## src/rtl/imm_ext_pkg.sv

```systemverilog
// Shared mode encodings for the immediate-extension stage.
package imm_ext_pkg;

    localparam logic [1:0] MODE_SEXT     = 2'b00;
    localparam logic [1:0] MODE_ZEXT     = 2'b01;
    localparam logic [1:0] MODE_UPPER    = 2'b10;
    localparam logic [1:0] MODE_SEXT_SHL = 2'b11;

endpackage

```

## src/rtl/imm_ext_comb.sv

```systemverilog
// Combinational immediate widening: imm/mode/shamt -> extended data plus truncation flag.
module imm_ext_comb
    import imm_ext_pkg::*;
#(
    parameter int unsigned IN_W    = 9,
    parameter int unsigned OUT_W   = 16,
    parameter int unsigned SHAMT_W = 2
) (
    input  logic [IN_W-1:0]    imm_i,
    input  logic [1:0]         mode_i,
    input  logic [SHAMT_W-1:0] shamt_i,
    output logic [OUT_W-1:0]   data_o,
    output logic               trunc_o
);

    localparam int unsigned MaxSh = (1 << SHAMT_W) - 1;
    localparam int unsigned WideW = OUT_W + MaxSh;

    logic [WideW-1:0] sext_w;
    logic [WideW-1:0] zext_w;
    logic [WideW-1:0] shl_w;

    always_comb begin
        sext_w = '0;
        zext_w = '0;
        for (int i = 0; i < int'(WideW); i++) begin
            if (i < int'(IN_W)) begin
                sext_w[i] = imm_i[i];
                zext_w[i] = imm_i[i];
            end else begin
                sext_w[i] = imm_i[IN_W-1];
            end
        end
        // Sign extension reaches past OUT_W so the dropped bits can be inspected after shifting.
        shl_w = sext_w << shamt_i;
    end

    always_comb begin
        data_o  = '0;
        trunc_o = 1'b0;
        case (mode_i)
            MODE_SEXT:  data_o = sext_w[OUT_W-1:0];
            MODE_ZEXT:  data_o = zext_w[OUT_W-1:0];
            MODE_UPPER: data_o = zext_w[OUT_W-1:0] << (OUT_W - IN_W);
            default: begin
                data_o  = shl_w[OUT_W-1:0];
                trunc_o = (shl_w[WideW-1:OUT_W] != {MaxSh{shl_w[OUT_W-1]}}) ||
                          (shl_w[OUT_W-1] != imm_i[IN_W-1]);
            end
        endcase
    end

endmodule

```

## src/rtl/imm_ext_pipe.sv

```systemverilog
// Immediate-extension stage: combinational widening registered behind a 2-entry skid buffer.
module imm_ext_pipe
    import imm_ext_pkg::*;
#(
    parameter int unsigned IN_W    = 9,
    parameter int unsigned OUT_W   = 16,
    parameter int unsigned SHAMT_W = 2,
    parameter int unsigned TAG_W   = 4
) (
    input  logic               clk,
    input  logic               rst_n,
    input  logic               in_valid,
    output logic               in_ready,
    input  logic [IN_W-1:0]    in_imm,
    input  logic [1:0]         in_mode,
    input  logic [SHAMT_W-1:0] in_shamt,
    input  logic [TAG_W-1:0]   in_tag,
    output logic               out_valid,
    input  logic               out_ready,
    output logic [OUT_W-1:0]   out_data,
    output logic               out_trunc,
    output logic [TAG_W-1:0]   out_tag
);

    if (IN_W > OUT_W || IN_W < 2) begin : g_bad_width
        $error("imm_ext_pipe: IN_W must be in 2..OUT_W");
    end

    logic [OUT_W-1:0] new_data;
    logic             new_trunc;

    imm_ext_comb #(
        .IN_W    (IN_W),
        .OUT_W   (OUT_W),
        .SHAMT_W (SHAMT_W)
    ) u_comb (
        .imm_i   (in_imm),
        .mode_i  (in_mode),
        .shamt_i (in_shamt),
        .data_o  (new_data),
        .trunc_o (new_trunc)
    );

    logic             main_v_q, main_v_d, skid_v_q, skid_v_d;
    logic [OUT_W-1:0] main_data_q, main_data_d, skid_data_q, skid_data_d;
    logic             main_trunc_q, main_trunc_d, skid_trunc_q, skid_trunc_d;
    logic [TAG_W-1:0] main_tag_q, main_tag_d, skid_tag_q, skid_tag_d;
    logic             accept, pop;

    assign accept = in_valid & ~skid_v_q;
    assign pop    = main_v_q & out_ready;

    always_comb begin
        main_v_d     = main_v_q;
        main_data_d  = main_data_q;
        main_trunc_d = main_trunc_q;
        main_tag_d   = main_tag_q;
        skid_v_d     = skid_v_q;
        skid_data_d  = skid_data_q;
        skid_trunc_d = skid_trunc_q;
        skid_tag_d   = skid_tag_q;
        if (!skid_v_q) begin
            if (accept && (!main_v_q || pop)) begin
                main_v_d     = 1'b1;
                main_data_d  = new_data;
                main_trunc_d = new_trunc;
                main_tag_d   = in_tag;
            end else if (accept) begin
                skid_v_d     = 1'b1;
                skid_data_d  = new_data;
                skid_trunc_d = new_trunc;
                skid_tag_d   = in_tag;
            end else if (pop) begin
                main_v_d = 1'b0;
            end
        end else if (pop) begin
            // Skid refills main directly, so main stays valid and order is preserved.
            skid_v_d     = 1'b0;
            main_data_d  = skid_data_q;
            main_trunc_d = skid_trunc_q;
            main_tag_d   = skid_tag_q;
        end
    end

    always_ff @(posedge clk) begin
        if (!rst_n) begin
            main_v_q     <= 1'b0;
            main_data_q  <= '0;
            main_trunc_q <= 1'b0;
            main_tag_q   <= '0;
            skid_v_q     <= 1'b0;
            skid_data_q  <= '0;
            skid_trunc_q <= 1'b0;
            skid_tag_q   <= '0;
        end else begin
            main_v_q     <= main_v_d;
            main_data_q  <= main_data_d;
            main_trunc_q <= main_trunc_d;
            main_tag_q   <= main_tag_d;
            skid_v_q     <= skid_v_d;
            skid_data_q  <= skid_data_d;
            skid_trunc_q <= skid_trunc_d;
            skid_tag_q   <= skid_tag_d;
        end
    end

    assign in_ready  = ~skid_v_q;
    assign out_valid = main_v_q;
    assign out_data  = main_data_q;
    assign out_trunc = main_trunc_q;
    assign out_tag   = main_tag_q;

endmodule

```

## config.mk

```make
export PLATFORM = sky130hd
export DESIGN_NAME = imm_ext_pipe
export DESIGN_NICKNAME = d
export VERILOG_FILES = /design/src/rtl/imm_ext_pkg.sv /design/src/rtl/imm_ext_comb.sv /design/src/rtl/imm_ext_pipe.sv
export SDC_FILE = /design/constraint.sdc
export NUM_CORES = 1
export LEC_CHECK = 0
export CORE_UTILIZATION = 51
export CTS_BUF_LIST = sky130_fd_sc_hd__clkbuf_8 sky130_fd_sc_hd__clkbuf_16
export CTS_CLUSTER_DIAMETER = 50
export DETAILED_ROUTE_END_ITERATION = 6
export PLACE_DENSITY = 0.8
export SLEW_MARGIN = 40
export SYNTH_ARGS = -nofsm -noshare
export SYNTH_HDL_FRONTEND = slang
export SYNTH_SLANG_ARGS = --single-unit
```

## constraint.sdc

```tcl
create_clock -name clk -period 2.4 [get_ports clk]
set_input_delay 0.72 -clock clk [delete_from_list [all_inputs] [get_ports clk]]
set_output_delay 0.72 -clock clk [all_outputs]
set_load 0.005 [all_outputs]
```

After elaboration in Yosys (flattened, before gate mapping)
Index checks and enable logic that the tools add are counted.

Register bits: 44. Input bits: 21. Output and inout port bits: 23. Logic and storage cells: 48.

Eq/ne operators: 6. Shifts and indexed selects: 1. Muxes and demuxes: 18. Bitwise operators: 4. Reductions and logical operators: 11.

Operators by type and width (number): 16-bit two-way mux (3); 16-bit case mux with 3 select lines (1); 19-bit by 2-bit left shift with 19-bit output (1); 4-bit two-way mux (3); 1-bit two-way mux (11); 3-bit AND reduction (2); 2-bit by 1-bit inequality test with 1-bit output (second input constant) (2); 2-bit nonzero test (2); 3-bit inequality test (1); 3-bit OR reduction (1); 1-bit bitwise AND (2); 2-bit by 1-bit equality test with 1-bit output (second input constant) (1); 2-bit equality test (second input constant) (1); 2-bit zero test (1); 1-bit logical OR (2); 1-bit inverter (2); 2-bit AND reduction (1); 1-bit logical AND (1); 1-bit zero test (1); 1-bit inequality test (1).

Depth between registers and ports, before layout
Gate-level depths: netlist of the first run.

Depth in word-level cells: 6. Mapped depth: 6. Mapped depth without buffers: 4.

Modules after synthesis
From an unflattened synthesis of the first run, not the netlist that was laid out.

Cells, all modules: 271. Area total of the unflattened synthesis: 2421.1 um^2.

By module, submodules not included: imm_ext_pipe (times used 1, cells an instance 202, area each 1913.1 um^2, seq. area each 880.8 um^2); imm_ext_comb (times used 1, cells an instance 69, area each 508.0 um^2, seq. area each 0.0 um^2).

Worst setup path after synthesis of the first run
No wires, ideal clock.

Kind: input to register. Start point: in in_mode[1]. End point: reg main_data_q[8] (netlist: out_data[8]). Setup time: 0.091 ns. Arrival time: 1.605 ns. Data required time: 2.309 ns. Path slack: 0.704 ns. Stages: 5. Buffers on the path: 2. Path through: buf_4 -> inv_2 -> buf_6 -> or3_1 -> a311oi_1.

Word-level cells in the longest chain between the ends: 4. Elaborated cells between the ends (all ways): 6. Classes of those cells: eq/ne: 2; mux: 3; reduce/logical: 1.

Ends and longest elaborated chain: start, declared (line imm_ext_pipe.sv:15) `input logic [1:0] in_mode,`; 2-bit equality test (tied with other cells) (line imm_ext_comb.sv:41) `case (mode_i)`; 16-bit case mux with 3 select lines (*) (line imm_ext_comb.sv:41); 16-bit two-way mux (*) (line imm_ext_pipe.sv:63) `if (accept && (!main_v_q || pop)) begin`; 16-bit two-way mux (*) (line imm_ext_pipe.sv:62) `if (!skid_v_q) begin`; end signal, assigned (line imm_ext_pipe.sv:97) `main_data_q <= main_data_d;`; end, declared (line imm_ext_pipe.sv:45) `logic [OUT_W-1:0] main_data_q, main_data_d, skid_data_q, skid_data_d;`.

Mark *: on every way between the ends. The rest lies on a longest branch, timed or not. The select of a mux whose other input is x is not followed. A chain may end at the register's enable or synchronous reset.

Worst setup path after layout of the first run
Start point: in in_mode[0]. End point: reg main_data_q[0] (netlist: out_data[0]).

Same word-level chain as after synthesis.

==> summary.md, run 1 <==
| Metric | Value |
|---|---|
| Cell row count | 22 |
| Syn_area_per_cell | 8.21 sq um |
| Post-DP HPWL | 3360 um |
| Most frequent cell after synthesis | dfxtp_1 |
| Gpl congestion | 0.925 |
| Leakage power | roughly 1.1 nW |
| Power, Total | approximately 1.6 mW |
| #FFs+latches synth | 42 |
| Share of post-route cells with drive strength above 1 | between 10% and 20% |
| Startpoint Class | input pin |
| Effective utilization at floorplan | 55.3% |
| 1st-pass router iterations | 5 |
| Setup crit end kind | flop |
| IO Pins | between 40 and 50 |
| Final Skew | 0.00536 ns |
| Post-synth EDFFs | 0 |
| Initial antenna violation count | 0 |
| Max clock buf depth | 2 |
| Crit. Startpoint | in_mode[0] |
| Synth area leaders | dfxtp_1, a21oi_1, nand2_1 |
| Skew-Pair Late Insertion Delay | 0.29 ns |
| Num CTS Buffers | 5 |
| DRC Markers | 0 |
| Synth Instances | 256 |
| Post-synth ARST share | 0% |
| Crit-path max FO | 9 |
| All-Layer GR Usage | 23.7% |
| Die width | 66.2 um |
| Clock-pin slew on the worst setup and hold paths | 0.08 ns |
| Post-route insts no fill | 348 |
| Cts repair resizes | 0 |
| CP Cell Sequence | clkdlybuf4s50_1, nand2b_1, buf_4, o21ai_0, nand3_1, a31oi_1 |
| Nets | 320 |
| Unrepaired setup endpoints after global routing | false |
| Final wirelength | 4870 um |
| Period minus WS final | between 2 and 2.5 ns |
| Count of hold-fix buffers inserted at cts | 0 |
| First-pass GRT wire length | 7980 um |
| Arrival time at the worst endpoint | 2.27 ns |
| Post-synthesis net count | 277 |
| Fmax | 486 MHz |
| ANT cells | 0 |
| Status | completed |
| Detail Route Antenna Nets | 0 |
| Worst Path Required | 2.61 ns |
| TritonCTS clock tree | done |
| Sequential fraction of the synthesis area | 40.0% |
| MaxCap Viol Count | 0 |
| Hold Crit Class | reg2reg |
| Drt via density | 5.70 |
| Syn Std Cell Area | roughly 0.0021 sq mm |
| Synth cell count leaders | dfxtp_1, nand2_1, a21oi_1 |
| Area delta synth->final | 28.1% |
| I/O Buffers | 42 |
| Worst r2r src | skid_v_q |
| Worst setup path category | in2reg |
| Design Area, Final | ~0.0027 sq mm |
| Area post-placement | about 0.0026 sq mm |
| Routed vias | 1984 |
| Total global routing overflow | 0 |
| Clk sinks | between 40 and 50 |
| Fin. max-slew vios | 0 |
| Root buf cell | clkbuf_8 |
| CP max stage cell | clkdlybuf4s50_1 |
| Setup Buffers After CTS | 0 |
| Core area | 0.00380 sq mm |
| Final Cycle Share | 85.8% |
| WL per Instance | 14.0 um |
| PwrDens | 584 mW/mm^2 |
| Final setup viols | 0 |
| Post-synth top flop | dfxtp_1 |
| Placed Cells | 340 |
| Largest net degree at the start of global routing | 49 |
| Critical hold path startpoint | skid_tag_q[2] |
| Initial DRC count | 144 |
| Yosys top cell by area | dfxtp_1 |
| Max H-tree Level | 2 |
| Fin util | 70.8% |
| Post-synth top area share | between 40% and 50% |
| Die Height | 66.2 um |
| Synth Warn # | 0 |
| Number of global-route vias before repair | approximately 1700 |
| DIE AREA | ~0.0044 sq mm |
| VDD IR max | 419 uV |
| Crit path largest cell delay | roughly 0.64 ns |
| Synth cell types | 35 |
| Setup TNS | 0 ns |
| Count of final hold-check violations | 0 |
cells in the final DEF, fill, tap and decap left out, types with 9 or more instances in the layout:
cell	n
clkdlybuf4s50_1	42
o211a_1	9
a21oi_1	30
nor2_1	13
o21ai_0	13
nand2_1	34
dfxtp_1	42
buf_4	14
nand3_1	11
cells by family (layout without fill, tap and decap cells):
group	Yosys count	count (layout)	synth area share (%)
DFF	42	42	40.0
and+or+nand+nor	79	79	17.7
AOI/OAI and AO/OA	98	98	30.2
buffers and inverters	26	70	6.91
muxes	10	10	5.00
other	1	1	0.179
path summary, 6_finish.rpt:
path | to | slack (ns) | cells past startpoint
worst max-delay path | out_data[0] | 0.34 | 6
worst min-delay path | skid_tag_q[2] | 0.46 | 2
worst max register to register | out_data[0] | 0.82 | 6
worst min register to register | skid_tag_q[2] | 0.46 | 2
cell type report:
type | instances | area [sq um]
Inverter | 4 | 15.0
Sequential cell | 42 | 841
Multi-Input combinational cell | 188 | 1110
Clock inverter | 2 | 12.5
Fill cell | 310 | 1110
Timing Repair Buffer | 58 | 566
Tap cell | 48 | 60.1
Clock buffer | 6 | 82.6
worst max-delay path: cells and delay by family:
family / cells / cell delay [ns]
buf+inv: 2 / 0.83
simple gates: 2 / 0.30
compound gates: 2 / 0.42
per-stage QoR:
stage | setup slack [ns] | hold slack, ns
2_1_floorplan | 0.704 | 0.435
3_5_place_dp | 0.0759 | 0.452
6_report | 0.341 | 0.459
3_3_place_gp | 0.0887 | 0.441
4_1_cts | 0.341 | 0.464
5_1_grt | 0.236 | 0.483
metal layers:
metal  up-vias  track usage (%)  part of all wire (%)
met1       916             34.1                    51
met2        50             36.0                    44
met5         -                0                     0
met3         5             4.83                   3.9
met4         0             5.85                  0.90
li1       1013                -                     -
power breakdown:
group	switching [mW]	internal [mW]	total [mW]
Clock	0.245	0.231	0.477
Combinational	0.152	0.175	0.327
Sequential	0.0250	0.742	0.767
state kept, by name, summed over array words and instances, names as in the netlist:
name and count:
out_data 16, skid_data_q 16, out_tag 4, skid_tag_q 4, out_valid 1, skid_v_q 1
No activity file was read; power rests on OpenSTA's default activity.
==> run 2: changes to the inputs <==
--- a/config.mk
+++ b/config.mk
@@ -10,7 +10,9 @@
 export CTS_CLUSTER_DIAMETER = 50
 export DETAILED_ROUTE_END_ITERATION = 6
 export PLACE_DENSITY = 0.8
+export SKIP_CTS_REPAIR_TIMING = 1
 export SLEW_MARGIN = 40
 export SYNTH_ARGS = -nofsm -noshare
 export SYNTH_HDL_FRONTEND = slang
 export SYNTH_SLANG_ARGS = --single-unit
+export TNS_END_PERCENT = 20
==> results of run 2 <==
The final DEF is identical to that of run 1; final timing and power are the same.
